<file path="src/rtl/sbox6_iter_scheduler.sv">
// Round-robin scheduler sharing one GF(2^6) x^34 power-map S-box among N requesters;
// each accepted request gets the S-box applied k times, one application per cycle.
module sbox6_iter_scheduler #(
  parameter int N   = 4,
  parameter int IDW = 2,
  parameter int ITW = 4
) (
  input  logic             clk,
  input  logic             rst,
  input  logic [N-1:0]     req_valid,
  input  logic [6*N-1:0]   req_data,
  input  logic [ITW*N-1:0] req_iter,
  output logic [N-1:0]     req_ready,
  output logic             rsp_valid,
  output logic [5:0]       rsp_data,
  output logic [IDW-1:0]   rsp_id,
  input  logic             rsp_ready,
  output logic             busy
);

  typedef enum logic [1:0] {IDLE, RUN, DONE} state_t;

  // Tower field: GF(4) = GF(2)[w]/(w^2+w+1), GF(64) = GF(4)[z]/(z^3+w).
  // Byte layout {a2,a1,a0} with a2 in bits [5:4] holding the z^2 coefficient.
  function automatic logic [1:0] gf4_mul(input logic [1:0] a, input logic [1:0] b);
    logic [1:0] p;
    p[1] = (a[1] & b[1]) ^ (a[1] & b[0]) ^ (a[0] & b[1]);
    p[0] = (a[1] & b[1]) ^ (a[0] & b[0]);
    return p;
  endfunction

  function automatic logic [1:0] gf4_sq(input logic [1:0] a);
    return {a[1], a[1] ^ a[0]};
  endfunction

  function automatic logic [1:0] gf4_mulw(input logic [1:0] a);
    return {a[1] ^ a[0], a[1]};
  endfunction

  function automatic logic [5:0] gf64_mul(input logic [5:0] a, input logic [5:0] b);
    logic [1:0] c0, c1, c2;
    c0 = gf4_mul(a[1:0], b[1:0])
       ^ gf4_mulw(gf4_mul(a[3:2], b[5:4]) ^ gf4_mul(a[5:4], b[3:2]));
    c1 = gf4_mul(a[1:0], b[3:2]) ^ gf4_mul(a[3:2], b[1:0])
       ^ gf4_mulw(gf4_mul(a[5:4], b[5:4]));
    c2 = gf4_mul(a[1:0], b[5:4]) ^ gf4_mul(a[3:2], b[3:2]) ^ gf4_mul(a[5:4], b[1:0]);
    return {c2, c1, c0};
  endfunction

  function automatic logic [5:0] gf64_sq(input logic [5:0] a);
    return {gf4_sq(a[3:2]), gf4_mulw(gf4_sq(a[5:4])), gf4_sq(a[1:0])};
  endfunction

  // x^34 = x^32 * x^2, five Frobenius squarings plus one multiply.
  function automatic logic [5:0] sbox(input logic [5:0] x);
    logic [5:0] x2, x4, x8, x16, x32;
    x2  = gf64_sq(x);
    x4  = gf64_sq(x2);
    x8  = gf64_sq(x4);
    x16 = gf64_sq(x8);
    x32 = gf64_sq(x16);
    return gf64_mul(x32, x2);
  endfunction

  state_t           r_state;
  logic [IDW-1:0]   r_ptr;
  logic [IDW-1:0]   r_id;
  logic [5:0]       r_acc;
  logic [ITW-1:0]   r_cnt;
  logic             r_rsp_valid;
  logic             r_busy;

  logic             w_found;
  logic [IDW-1:0]   w_grant;
  logic [IDW-1:0]   w_cand;
  logic [5:0]       w_op;
  logic [ITW-1:0]   w_k;
  logic [5:0]       w_sbox;

  always_comb begin
    w_found = 1'b0;
    w_grant = '0;
    w_cand  = '0;
    for (int unsigned j = 1; j <= N; j++) begin
      w_cand = IDW'((r_ptr + j) % N);
      if (!w_found && req_valid[w_cand]) begin
        w_found = 1'b1;
        w_grant = w_cand;
      end
    end
  end

  // Gated by rst so no acceptance strobe is visible while reset is held.
  always_comb begin
    req_ready = '0;
    if (r_state == IDLE && w_found && !rst)
      req_ready[w_grant] = 1'b1;
  end

  assign w_op   = req_data[6*w_grant +: 6];
  assign w_k    = req_iter[ITW*w_grant +: ITW];
  assign w_sbox = sbox(r_acc);

  always_ff @(posedge clk or posedge rst) begin
    if (rst) begin
      r_state     <= IDLE;
      r_ptr       <= IDW'(N - 1);
      r_id        <= '0;
      r_acc       <= '0;
      r_cnt       <= '0;
      r_rsp_valid <= 1'b0;
      r_busy      <= 1'b0;
    end else begin
      case (r_state)
        IDLE: begin
          if (w_found) begin
            r_acc  <= w_op;
            r_cnt  <= w_k;
            r_id   <= w_grant;
            r_ptr  <= w_grant;
            r_busy <= 1'b1;
            if (w_k == '0) begin
              r_state     <= DONE;
              r_rsp_valid <= 1'b1;
            end else begin
              r_state <= RUN;
            end
          end
        end
        RUN: begin
          r_acc <= w_sbox;
          r_cnt <= r_cnt - ITW'(1);
          if (r_cnt == ITW'(1)) begin
            r_state     <= DONE;
            r_rsp_valid <= 1'b1;
          end
        end
        DONE: begin
          if (rsp_ready) begin
            r_state     <= IDLE;
            r_rsp_valid <= 1'b0;
            r_busy      <= 1'b0;
          end
        end
        default: r_state <= IDLE;
      endcase
    end
  end

  assign rsp_valid = r_rsp_valid;
  assign rsp_data  = r_acc;
  assign rsp_id    = r_id;
  assign busy      = r_busy;

endmodule

</file>
<file path="config.mk">
export PLATFORM = sky130hd
export DESIGN_NAME = sbox6_iter_scheduler
export DESIGN_NICKNAME = d
export VERILOG_FILES = /design/src/rtl/sbox6_iter_scheduler.sv
export SDC_FILE = /design/constraint.sdc
export NUM_CORES = 1
export LEC_CHECK = 0
export CORE_UTILIZATION = 34
export CTS_BUF_LIST = sky130_fd_sc_hd__clkbuf_8
export CTS_CLUSTER_SIZE = 12
export DETAILED_ROUTE_END_ITERATION = 8
export PLACE_DENSITY = 0.66
export SYNTH_ARGS = -nofsm -noshare
export SYNTH_HDL_FRONTEND = slang
export SYNTH_SLANG_ARGS = --single-unit
</file>
<file path="constraint.sdc">
create_clock -name clk -period 2.2 [get_ports clk]
set_input_delay 0.33 -clock clk [delete_from_list [all_inputs] [get_ports clk]]
set_output_delay 0.33 -clock clk [all_outputs]
set_load 0.03 [all_outputs]
</file>
==> results of run 1 <==
## synth_stat cells, drive strengths merged
| library cell | number | area, um^2 |
|---|---|---|
| a221oi | 4 | 35.0 |
| nand3b | 1 | 7.51 |
| dfrtp | 16 | 400 |
| o22ai | 2 | 12.5 |
| o21ai | 13 | 65.1 |
| a2bb2oi | 1 | 8.76 |
| dfstp | 2 | 52.6 |
| a21o | 2 | 15.0 |
| nor4 | 6 | 52.6 |
| and4 | 2 | 17.5 |
| a211oi | 1 | 7.51 |
| clkbuf | 11 | 41.3 |
| and2 | 1 | 6.26 |
| a221o | 1 | 10.0 |
| nor2b | 4 | 25.0 |
| nor3 | 7 | 35.0 |
| ha | 4 | 50.1 |
| and3 | 1 | 6.26 |
| or3b | 1 | 8.76 |
| xnor2 | 6 | 52.6 |
| mux2i | 6 | 60.1 |
| xor2 | 4 | 35.0 |
| nand2 | 34 | 130 |
| clkinv | 1 | 3.75 |
| nor3b | 1 | 7.51 |
| o31a | 1 | 8.76 |
| or2 | 1 | 6.26 |
| nand3 | 7 | 35.0 |
| nand2b | 9 | 56.3 |
| buf | 5 | 37.5 |
| inv | 6 | 22.5 |
| a21oi | 25 | 125 |
| nor2 | 31 | 116 |
| a32oi | 4 | 50.1 |
## critical path, cell delays in order (launching register included)
cell and delay (ns):
dfstp_2 0.55, nand2b_1 0.12, a21o_1 0.15, nand3_2 0.10
buf_6 0.17, nor4_2 0.24, buf_4 0.20
## timing repair
action,4_1_cts,5_1_grt
buffers inserted,4,0
endpoints found under the setup margin,5,10
hold endpoints to repair,0,0
gates resized for setup,16,8
hold buffers,0,0
pin swaps,5,2
## final cells by class
cell class	instances	area (um^2)	share of cell area
clock buffer	3	41.3	0.0164
clock inverter	1	3.75	0.00149
inverter	7	26.3	0.0104
multi-input combinational	180	1120	0.442
sequential	18	453	0.179
tap	52	65.1	0.0258
timing repair buffer	87	818	0.324
## layout by cell type (no fill, tap or decap), types with 7 or more instances in the layout
cell             synthesis  layout
a21oi_1                 25      25
buf_4                    1      25
clkdlybuf4s50_1          0      52
dfrtp_1                 16      16
inv_1                    6       7
nand2_1                 33      32
nand2b_1                 9       9
nor2_1                  31      29
nor3_1                   7       7
o21ai_0                  8       8
## routing by layer
| layer | wire (um) | up-vias | GRT usage | part of all wire |
|---|---|---|---|---|
| li1 | - | 920 | - | - |
| met3 | 212 | 2 | 0.0242 | 0.046 |
| met5 | 0 | - | 0 | 0 |
| met2 | 2170 | 35 | 0.314 | 0.47 |
| met1 | 2230 | 830 | 0.261 | 0.48 |
| met4 | 13 | 0 | 0.0133 | 0.0028 |
## flip-flops by register name, indices dropped and copies added, names as in the netlist
register and flops:
busy 1, r_cnt 4, r_state 2, rsp_valid 1, rsp_data 6, r_ptr 2, rsp_id 2
## logic make-up after synthesis
family	after synthesis	share of synthesized area
buffers and inverters	23	0.0655
DFF	18	0.282
AOI/OAI and AO/OA	54	0.211
xor gates and xnor gates	10	0.0546
and+or+nand+nor	106	0.318
muxes	6	0.0374
adders and majority gates	4	0.0312
## report_power, final
part | internal [mW] | switching, mW
clock | 0.124 | 0.106
sequential | 0.518 | 0.193
combinational | 1.22 | 1.35
## worst paths after layout
check,to,depth (start not counted),start
setup / recovery,req_ready[2],6,r_ptr[0]$_DFFE_PP1P_
hold / removal,rsp_id[1]$_DFFE_PP0P_,2,rsp_id[1]$_DFFE_PP0P_
setup reg to reg,r_state[1]$_DFFE_PP0P_,8,r_ptr[0]$_DFFE_PP1P_
hold reg to reg,rsp_id[1]$_DFFE_PP0P_,2,rsp_id[1]$_DFFE_PP0P_
max in group asynchronous,r_ptr[0]$_DFFE_PP1P_,3,rst
min in group asynchronous,rsp_id[0]$_DFFE_PP0P_,3,rst
## stage by stage
stage	std cells	hold slack [ns]	setup slack, ns
after floorplan	221	0.278	-0.0426
after global placement	340	0.464	-0.226
after detailed placement	340	0.499	-0.283
after CTS	348	0.512	0.0311
after global routing	348	0.543	0.0133
final	348	0.506	0.0919
==> run metrics, run 1 <==
max_slew headroom=0.737; Post-Route WL=4.62 mm; post-synth net total=272; die area=5000 um^2; clock skew=0.00632 ns; R2R Setup Slk=0.12 ns; Arr. time, crit path=1.78 ns; worst-path fanout max=10; Power Density=1390 nW/um^2; H-tree depth=1; Port Buffers=60; final core utilization=0.568; clock buffer depth=2; Filler Cell Count=433; Clock Sinks=18; Hold Fails Final Rpt=0; worst vdd ir=0.663 mV; register area share after synthesis=0.282; Detailed Routing Iterations Pass 1=6; Syn Std Cell Area=1600 um^2; GPL Wtd Cong=0.800; fin area=2520 um^2; RSZ-0062 raised after global routing=false; vias per inst=5.14; WP data required=1.87 ns; Final Power=3.51 mW; Crit Path Class=flop to primary output; worst-margin pin slew=0.393 ns; worst-skew pair later-pin latency=0.25 ns; Pleak=1.08 nW; fraction of layout cells with a size suffix above 1=0.186; global-route usage over all layers=0.185; WL per Instance=13.3 um; core box area=4440 um^2; Final ANT Viol Nets=0; Die Width=70.7 um; period utilization=0.958; final net count=348; Post-Syn Instances=221; Post-DP Area=2370 um^2; die height=70.7 um; CTS buffer count=3; root buffer cell=clkbuf_8; FP Rows=24; failing checks=design-rule violations; #FFs+latches synth=18; Hold/Removal Path Class=flop to flop; yosys warns=0; Fin Setup TNS=0 ns; CTS tree=yes; initial DRC count=80; Area growth syn-to-layout=57.3%; Starting Density=0.361; global-route wire length before repair=7.63 mm; clk slew on worst S/H paths=0.07 ns; DP HPWL=3.46 mm; nature of the critical path endpoint=primary output; min Tclk post-route=2.11 ns; max-slew violations=0; Setup Viol. Count Final=0; initial antenna violation count=0; Vias=1,787; vias in the first global route=1,719; largest net degree at the start of global routing=13; grt ovf=0; Achievable Freq=474 MHz; CP startpoint kind=flop; Max-Cap Viols=0; library cells used by synthesis=40; io pins=61; DRC viols=14; status=finished with violations; syn avg cell area=7.26 um^2; # diodes=0
No activity file was read; power rests on OpenSTA's default activity.
==> run 2: changes to the inputs <==
--- a/config.mk
+++ b/config.mk
@@ -9,6 +9,9 @@
 export CTS_BUF_LIST = sky130_fd_sc_hd__clkbuf_8
 export CTS_CLUSTER_SIZE = 12
 export DETAILED_ROUTE_END_ITERATION = 8
+export GPL_ROUTABILITY_DRIVEN = 1
+export GPL_TIMING_DRIVEN = 0
+export MAX_ROUTING_LAYER = met4
 export PLACE_DENSITY = 0.66
 export SYNTH_ARGS = -nofsm -noshare
 export SYNTH_HDL_FRONTEND = slang
==> run 2 against run 1 <==
The flow still finishes with violations (design-rule violations). Register-to-register slack got worse by 0.07 ns. Sequential power decreased by 4.4%. Critical endpoint is now req_ready[0]. Non-clock buffer count shrank 3. Power up 4.9%.
==> run metrics, run 2 (synthesis results as in run 1) <==
Clock Sinks=18 (unchanged); most common cell after layout, fill and taps aside=clkdlybuf4s50_1; nature of the critical path endpoint=primary output; Detailed Routing Iterations Pass 1=6 (unchanged); Hold/Removal Path Class=flop to flop; worst vdd ir=0.692 mV (+4.3%); vias per inst=5.21 (+1.4%); # diodes=0 (unchanged); Pleak=1.04 nW (-3.3%); Port Buffers=60 (unchanged); Post-Layout Cell Count=346 (-0.57%); Starting Density=0.361 (unchanged); CTS tree=yes; Hold-fix buffers, CTS=0 (unchanged); Vias=1,801 (+0.78%); Final ANT Viol Nets=0 (unchanged); routed wl met3=261 um (+23%); root buffer cell=clkbuf_8; Post-Route WL=4.92 mm (+6.4%); die height=70.7 um (unchanged); WP data required=1.87 ns (about the same); CP startpoint kind=flop; io pins=61 (unchanged); GPL Wtd Cong=0.817 (+2.2%); Area growth syn-to-layout=59.1%; CTS buffer count=3 (unchanged); status=finished with violations; grt ovf=0 (unchanged); largest net degree at the start of global routing=21 (+8); min Tclk post-route=2.19 ns (+0.0799 ns); clock skew=0.00332 ns (-0.00300 ns); Largest register FFs=6 (unchanged); fraction of layout cells with a size suffix above 1=0.167 (-0.0191); DP HPWL=3.37 mm (-2.4%); max_slew headroom=0.663 (-0.0745); period utilization=0.995 (+0.0363); initial antenna violation count=0 (unchanged); RSZ-0062 raised after global routing=true; vias in the first global route=1,686 (-1.9%); Setup Viol. Count Final=0 (unchanged); DRC viols=14 (unchanged); Achievable Freq=457 MHz (-3.7%); Crit Path Class=flop to primary output; met2 wire len=2.28 mm (+5.3%); core box area=4440 um^2 (unchanged); Arr. time, crit path=1.86 ns (+0.08 ns); Die Width=70.7 um (unchanged); global-route usage over all layers=0.199 (+0.0142); H-tree depth=1 (unchanged); placed cell count=333 (-2.1%); Hold Fails Final Rpt=0 (unchanged); Min Hold Slack=0.483 ns (-0.0225 ns); clock buffer depth=2 (unchanged); commonest non-fill, non-tap cells in the layout=52 x clkdlybuf4s50_1, 32 x nand2_1, 31 x nor2_1; initial DRC count=98 (+23%); highest metal used=met4; max-slew violations=0 (unchanged); failing checks=design-rule violations; Power Density=1440 nW/um^2 (+3.7%); WL per Instance=14.2 um (+7.0%); Max-Cap Viols=0 (unchanged); clk slew on worst S/H paths=0.07 ns (about the same); die area=5000 um^2 (unchanged); worst-skew pair later-pin latency=0.26 ns (about the same); Post-Route M1 WL=2.30 mm (+3.2%); worst-margin pin slew=0.503 ns (+0.110 ns); final net count=346 (-0.57%); FP Rows=24 (unchanged); global-route wire length before repair=7.71 mm (+1.1%); worst-path fanout max=5 (-5)
-- run 2: cell count changes in the layout (fill, tap and decap cells not counted), sizes merged --
cell	change
buf	-10
clkbuf	+9
clkinvlp	+2
dlygate4sd2	+1
dlymetal6s2s	-2
inv	-2
-- run 2: final cells by class --
class / count / area (um^2)
flip-flops and latches: 18 / 454
multi-input cells: 180 / 1150
fillers: 424 / 1890
well taps: 52 / 65.1
clock buffers: 4 / 55.1
plain buffers: 13 / 106
repair buffers: 71 / 683
repair inverters: 1 / 5.00
inverters: 7 / 30.0
-- run 2: power by group --
| part | total [mW] | switching [mW] | internal [mW] |
|---|---|---|---|
| clock | 0.280 | 0.121 | 0.159 |
| sequential | 0.680 | 0.161 | 0.520 |
| combinational | 2.72 | 1.47 | 1.25 |
-- run 2: final timing paths --
kind                            cells past startpoint  slack (ns)             startpoint                      to
max in group asynchronous                           2        1.21                    rst    r_ptr[0]$_DFFE_PP1P_
worst max register to register                      9        0.05   r_ptr[0]$_DFFE_PP1P_  r_state[1]$_DFFE_PP0P_
worst min-delay path                                2        0.48  rsp_id[1]$_DFFE_PP0P_   rsp_id[1]$_DFFE_PP0P_
worst max-delay path                                7        0.01   r_ptr[0]$_DFFE_PP1P_            req_ready[0]
worst min register to register                      2        0.48  rsp_id[1]$_DFFE_PP0P_   rsp_id[1]$_DFFE_PP0P_
min in group asynchronous                           2        0.59                    rst   rsp_valid$_DFFE_PP0P_
-- run 2: repair_timing --
| action | CTS | global route |
|---|---|---|
| endpoints found under the hold margin | 0 | 0 |
| resized for setup | 51 | 19 |
| buffers inserted | 9 | 2 |
| pin swaps | 5 | 5 |
| endpoints found under the setup margin | 16 | 10 |
| gates cloned | 0 | 1 |
-- run 2: critical path: stages (launching register included) --
cell and delay [ns]:
dfstp_2 0.55, nand2b_4 0.13, a21o_1 0.15, and3_4 0.22, buf_12 0.11, buf_8 0.10
and4_1 0.21, buf_6 0.14
-- run 2: routing by layer --
layer,up-vias,track usage
met5,-,-
met1,832,0.266
met4,0,0.0467
li1,912,-
met3,8,0.0313
met2,49,0.316
-- run 2: metrics by stage --
step            util  setup TNS, ns  setup WS (ns)  power [mW]  instance area, um^2
5_1_grt        0.574         -0.148        -0.0370        3.99                 2550
3_3_place_gp   0.514          -9.02          -1.12        3.00                 2280
2_1_floorplan      -        -0.0851        -0.0426        2.42                 1620
4_1_cts        0.559        -0.0401        -0.0374        3.56                 2480
6_report       0.574              0         0.0120        3.68                 2550
3_5_place_dp   0.514          -8.89          -1.09        3.06                 2280
==> RTL edit 1: new RTL, settings of run 1 <==
Encoding of `state_t`: now one-hot (3 bits for 3 states).
--- a/src/rtl/sbox6_iter_scheduler.sv
+++ b/src/rtl/sbox6_iter_scheduler.sv
@@ -19,5 +19,5 @@
 );
 
-  typedef enum logic [1:0] {IDLE, RUN, DONE} state_t;
+  typedef enum logic [2:0] {IDLE = 3'b001, RUN = 3'b010, DONE = 3'b100} state_t;
 
   // Tower field: GF(4) = GF(2)[w]/(w^2+w+1), GF(64) = GF(4)[z]/(z^3+w).
Formal check against the unedited RTL: same outputs for any inputs over 4 cycles, from zero or initial values and one cycle with rst high; so few cycles prove little.
==> RTL edit 1 against run 1 <==
The run ends with negative setup slack left; cell count down 3.2%; synthesized area up 2.9%; power up 12%; worst setup slack worse by 200 ps; final area up 7.5%; sequential power up 8.3%; routed wire length up 4.7%; sequential cell count up 1; core utilization up 3.5 points; first-iteration DRC count down 20%; largest cell class unchanged; highest routed layer unchanged.
==> RTL edit 1: results (changes against run 1) <==
- The number of buffers inserted by post-CTS setup repair was 5 (+1).
- The first-pass GRT wire length is 8010 um (+5.0%).
- The largest clock skew in the final design is 6.007 ps (-0.3096 ps).
- The portion of total power attributed to sequential cells came to 19.6% (-0.6 points).
- The share of the yosys chip area belonging to registers is 29.04% (+0.80 points).
- The via count is 1,763 (-1.3%).
- The final reports fail on negative setup slack.
- The number of global-route vias before repair is 1,741 (+1.3%).
- The combined global-route utilization of all metal layers is 19.72% (+1.3 points).
- The final weighted congestion in routability-driven placement is 0.8303 (+3.8%).
- The number of fill cells in the layout came to 406 (-6.2%).
- Counting instances in the post-synthesis netlist gives the leading cell types as sky130_fd_sc_hd__nand2_1, sky130_fd_sc_hd__nor2_1, sky130_fd_sc_hd__a21oi_1, sky130_fd_sc_hd__dfrtp_1, sky130_fd_sc_hd__o21ai_0.
- The path class of the tightest hold or removal check is in -> async.
- The worst-case reg-to-reg path depth was 7 (-1).
- The layout cell share with drive strength beyond 1 was 23.86% (+5.3 points).
- Sorting the synthesized cells by area gives the leading types as sky130_fd_sc_hd__dfrtp_1, sky130_fd_sc_hd__nand2_1, sky130_fd_sc_hd__mux2i_1.
- The synthesized netlist net count came to 260 (-4.4%).
- The count of endpoints failing setup in the final report is 9 (+9).
- The post-placement worst setup slack was -473.9 ps (-190.5 ps).
- The worst slack on hold paths is 457.0 ps (-48.49 ps).
- The worst ir drop on vdd is 0.5605 mV (-16%).
- The maximum number of pins on one net before global-route repair was 19 (+6).
- The overall routed net length was 4836 um (+4.7%).
- Following the worst setup path forward leads to its endpoint at r_state[1]$_DFFE_PP0P_.
- The worst reg2reg path startpoint is r_ptr[1]$_DFFE_PP1P_.
- The leakage power is 1.153 nW (+6.7%).
- The net switching share of the total power was 45.86% (-1.2 points).
- The number of nets in the final layout is 339 (-2.6%).
- The worst path setup slack after routing is -108.1 ps (-200.0 ps).
- The run finished, with violations left.
- The HPWL after detailed placement is 3644 um (+5.4%).
[RTL edit 1: critical path: stages, from the launching register on]
cell                      delay, ps
sky130_fd_sc_hd__dfstp_2        610
sky130_fd_sc_hd__nand2_2         80
sky130_fd_sc_hd__a311o_2        450
sky130_fd_sc_hd__buf_12         150
sky130_fd_sc_hd__nand2_4         50
sky130_fd_sc_hd__a32oi_2        100
sky130_fd_sc_hd__or4_4          570
sky130_fd_sc_hd__a21o_1         170
[RTL edit 1: cell type report]
type / count / share of cell area (%)
Clock inverter: 1 / 0.1383
Clock buffer: 3 / 1.521
Multi-Input combinational cell: 164 / 43.80
Timing Repair Buffer: 91 / 33.52
Sequential cell: 19 / 17.66
Inverter: 7 / 0.9682
Tap cell: 52 / 2.397
[RTL edit 1: per-layer routing]
layer / GRT usage, % / routed length, um / vias to the layer above
met1: 27.45 / 2293 / 832
met5: 0 / 0 / -
met4: 5.447 / 49 / 0
met3: 1.547 / 125 / 4
met2: 32.91 / 2367 / 38
li1: - / - / 889
[RTL edit 1: metrics by stage]
stage                     instance area [sq um]  instances  power [mW]  utilization (%)  TNS [ps]
after global routing                       2714        337       4.250            60.25     -1383
final                                      2714        337       3.927            60.25    -556.5
after detailed placement                   2465        327       3.337            54.72     -4632
after CTS                                  2680        336       3.870            59.50    -412.7
after floorplan                            1679        207       2.483                -    -237.7
after global placement                     2465        327       3.295            54.72     -4169
[RTL edit 1: kinds of logic (layout without fill, tap and decap cells)]
family / Yosys count / count (layout) / share of synthesized area (%)
simple gates: 72 / 72 / 19.71
compound gates: 61 / 61 / 23.50
buf+inv: 24 / 102 / 6.444
flops: 19 / 19 / 29.04
mux: 15 / 15 / 11.45
xor+xnor: 10 / 10 / 5.307
fa+ha+maj: 6 / 6 / 4.549
==> RTL edit 2: new RTL, config.mk and constraints of run 1 <==
Without the edit above. `IDW`: 2 -> 4.
--- a/src/rtl/sbox6_iter_scheduler.sv
+++ b/src/rtl/sbox6_iter_scheduler.sv
@@ -3,5 +3,5 @@
 module sbox6_iter_scheduler #(
   parameter int N   = 4,
-  parameter int IDW = 2,
+  parameter int IDW = 4,
   parameter int ITW = 4
 ) (
Interface: changed (resized rsp_id); port bits go from 61 to 63. No check against the original RTL was run, so the function may have changed too.
==> RTL edit 2 against run 1 <==
Sequential cell count stayed put; cell count is 4.9% higher; routed wire length is 11% higher; power is 9.2% higher; worst hold slack better by 3.9 ps; synthesized area is 10% higher; highest routed layer unchanged; count of clock-buffer cells in the layout is 1 higher; largest power group unchanged; worst setup slack worse by 30 ps; via count is 5.8% higher; final area is 9.4% higher; combinational power is 11% higher.
==> RTL edit 2: results (changes against run 1) <==
- The final weighted congestion in routability-driven placement is 0.8421 (+5.3%).
- The iteration count of the initial detailed-routing pass is 4 (-2).
- The clock buffer count in the final layout is 4 (+1).
- The part of the total power dissipated in the clock network is 7.2% (+0.7 points).
- The combined global-route utilization of all metal layers came to 20.11% (+1.7 points).
- The number of instances in the synthesized netlist was 213 (-3.6%).
- The number of fill cells in the layout came to 438 (+1.2%).
- The sequential cell area share is 16.41% (-1.5 points).
- The number of global-route vias before repair is 1,819 (+5.8%).
- The number of inverters outside the clock class in the layout came to 9 (+2).
- The first-pass GRT wire length came to 8328 um (+9.1%).
- The net switching share of the total power is 44.99% (-2.1 points).
- The HPWL after detailed placement came to 4162 um (+20%).
- The fraction of standard cell area in multi-input logic is 45.33% (+1.1 points).
- The post-layout instance count excluding filler cells is 365 (+4.9%).
- The run finished with clean final reports.
- The placed cell count was 357 (+5.0%).
- The number of multi-input combinational cells in the layout is 170 (-5.6%).
- The via count is 1,890 (+5.8%).
- The die footprint is 5489 sq um (+9.9%).
- The portion of the layout cell area used by non-clock buffers is 32.00% (-0.42 points).
- The post-detailed-placement cell area is 2641 sq um (+12%).
- The worst-margin pin slew is 679.2 ps (+286.1 ps).
- The commonest cells after synthesis are sky130_fd_sc_hd__nor2_1, sky130_fd_sc_hd__nand2_1, sky130_fd_sc_hd__dfrtp_1.
- The post-placement worst setup slack came to -236.6 ps (+46.85 ps).
- The worst-path maximum fanout came to 4 (-6).
- The worst ir drop on vdd is 0.5633 mV (-15%).
- The number of DRC markers after the initial detailed-route iteration is 62 (-23%).
- The largest clock skew in the final design is 3.374 ps (-2.943 ps).
- The share of the yosys chip area belonging to registers is 25.64% (-2.6 points).
- The portion of total power attributed to sequential cells is 18.4% (-1.8 points).
- The endpoint arrival time on the critical path is 1810 ps (+30 ps).
- The count of plain and timing-repair buffers is 97 (+11%).
- The number of gates resized after CTS is 9 (-7).
- The number of nets in the final layout came to 352 (+1.1%).
- The unique cell type count in the Yosys netlist is 54 (+35%).
RTL edit 2: cells by family (layout without fill, tap and decap cells):
| kind of cell | count (synthesis) | count (layout) | share of synthesized area [%] |
|---|---|---|---|
| AO/OA/AOI/OAI | 58 | 58 | 24.58 |
| XOR/XNOR | 11 | 11 | 5.453 |
| adder cells (fa/ha/maj) | 6 | 6 | 4.249 |
| buffers and inverters | 26 | 110 | 7.435 |
| flip-flops | 18 | 18 | 25.64 |
| multiplexers | 16 | 16 | 9.844 |
| other | 1 | 2 | 0.2123 |
| AND/OR/NAND/NOR | 77 | 77 | 22.59 |
RTL edit 2: per-layer routing:
layer / track usage, % / wire, um
met5: 0 / 0
met4: 6.197 / 87
met3: 3.252 / 216
met2: 36.77 / 2544
met1: 24.00 / 2283
RTL edit 2: final timing paths:
path                                             from                      end  slack (ps)  cells after the start
worst max-delay path             r_ptr[0]$_DFFE_PP1P_             req_ready[3]          60                      5
worst min-delay path            rsp_id[0]$_DFFE_PP0P_    rsp_id[0]$_DFFE_PP0P_         510                      1
worst max register to register   r_ptr[0]$_DFFE_PP1P_     r_cnt[0]$_DFFE_PP0P_         170                      5
worst min register to register  rsp_id[0]$_DFFE_PP0P_    rsp_id[0]$_DFFE_PP0P_         510                      1
max in group asynchronous                         rst     r_ptr[1]$_DFFE_PP1P_        1350                      3
min in group asynchronous                         rst  rsp_data[3]$_DFFE_PP0P_         590                      3
RTL edit 2: worst max-delay path, cell delays in order, from the launching register on:
cell and delay, ps:
sky130_fd_sc_hd__dfstp_2 560, sky130_fd_sc_hd__nand2b_4 150, sky130_fd_sc_hd__nor2_2 40, sky130_fd_sc_hd__a311o_1 360
sky130_fd_sc_hd__nor4_4 260, sky130_fd_sc_hd__buf_6 170
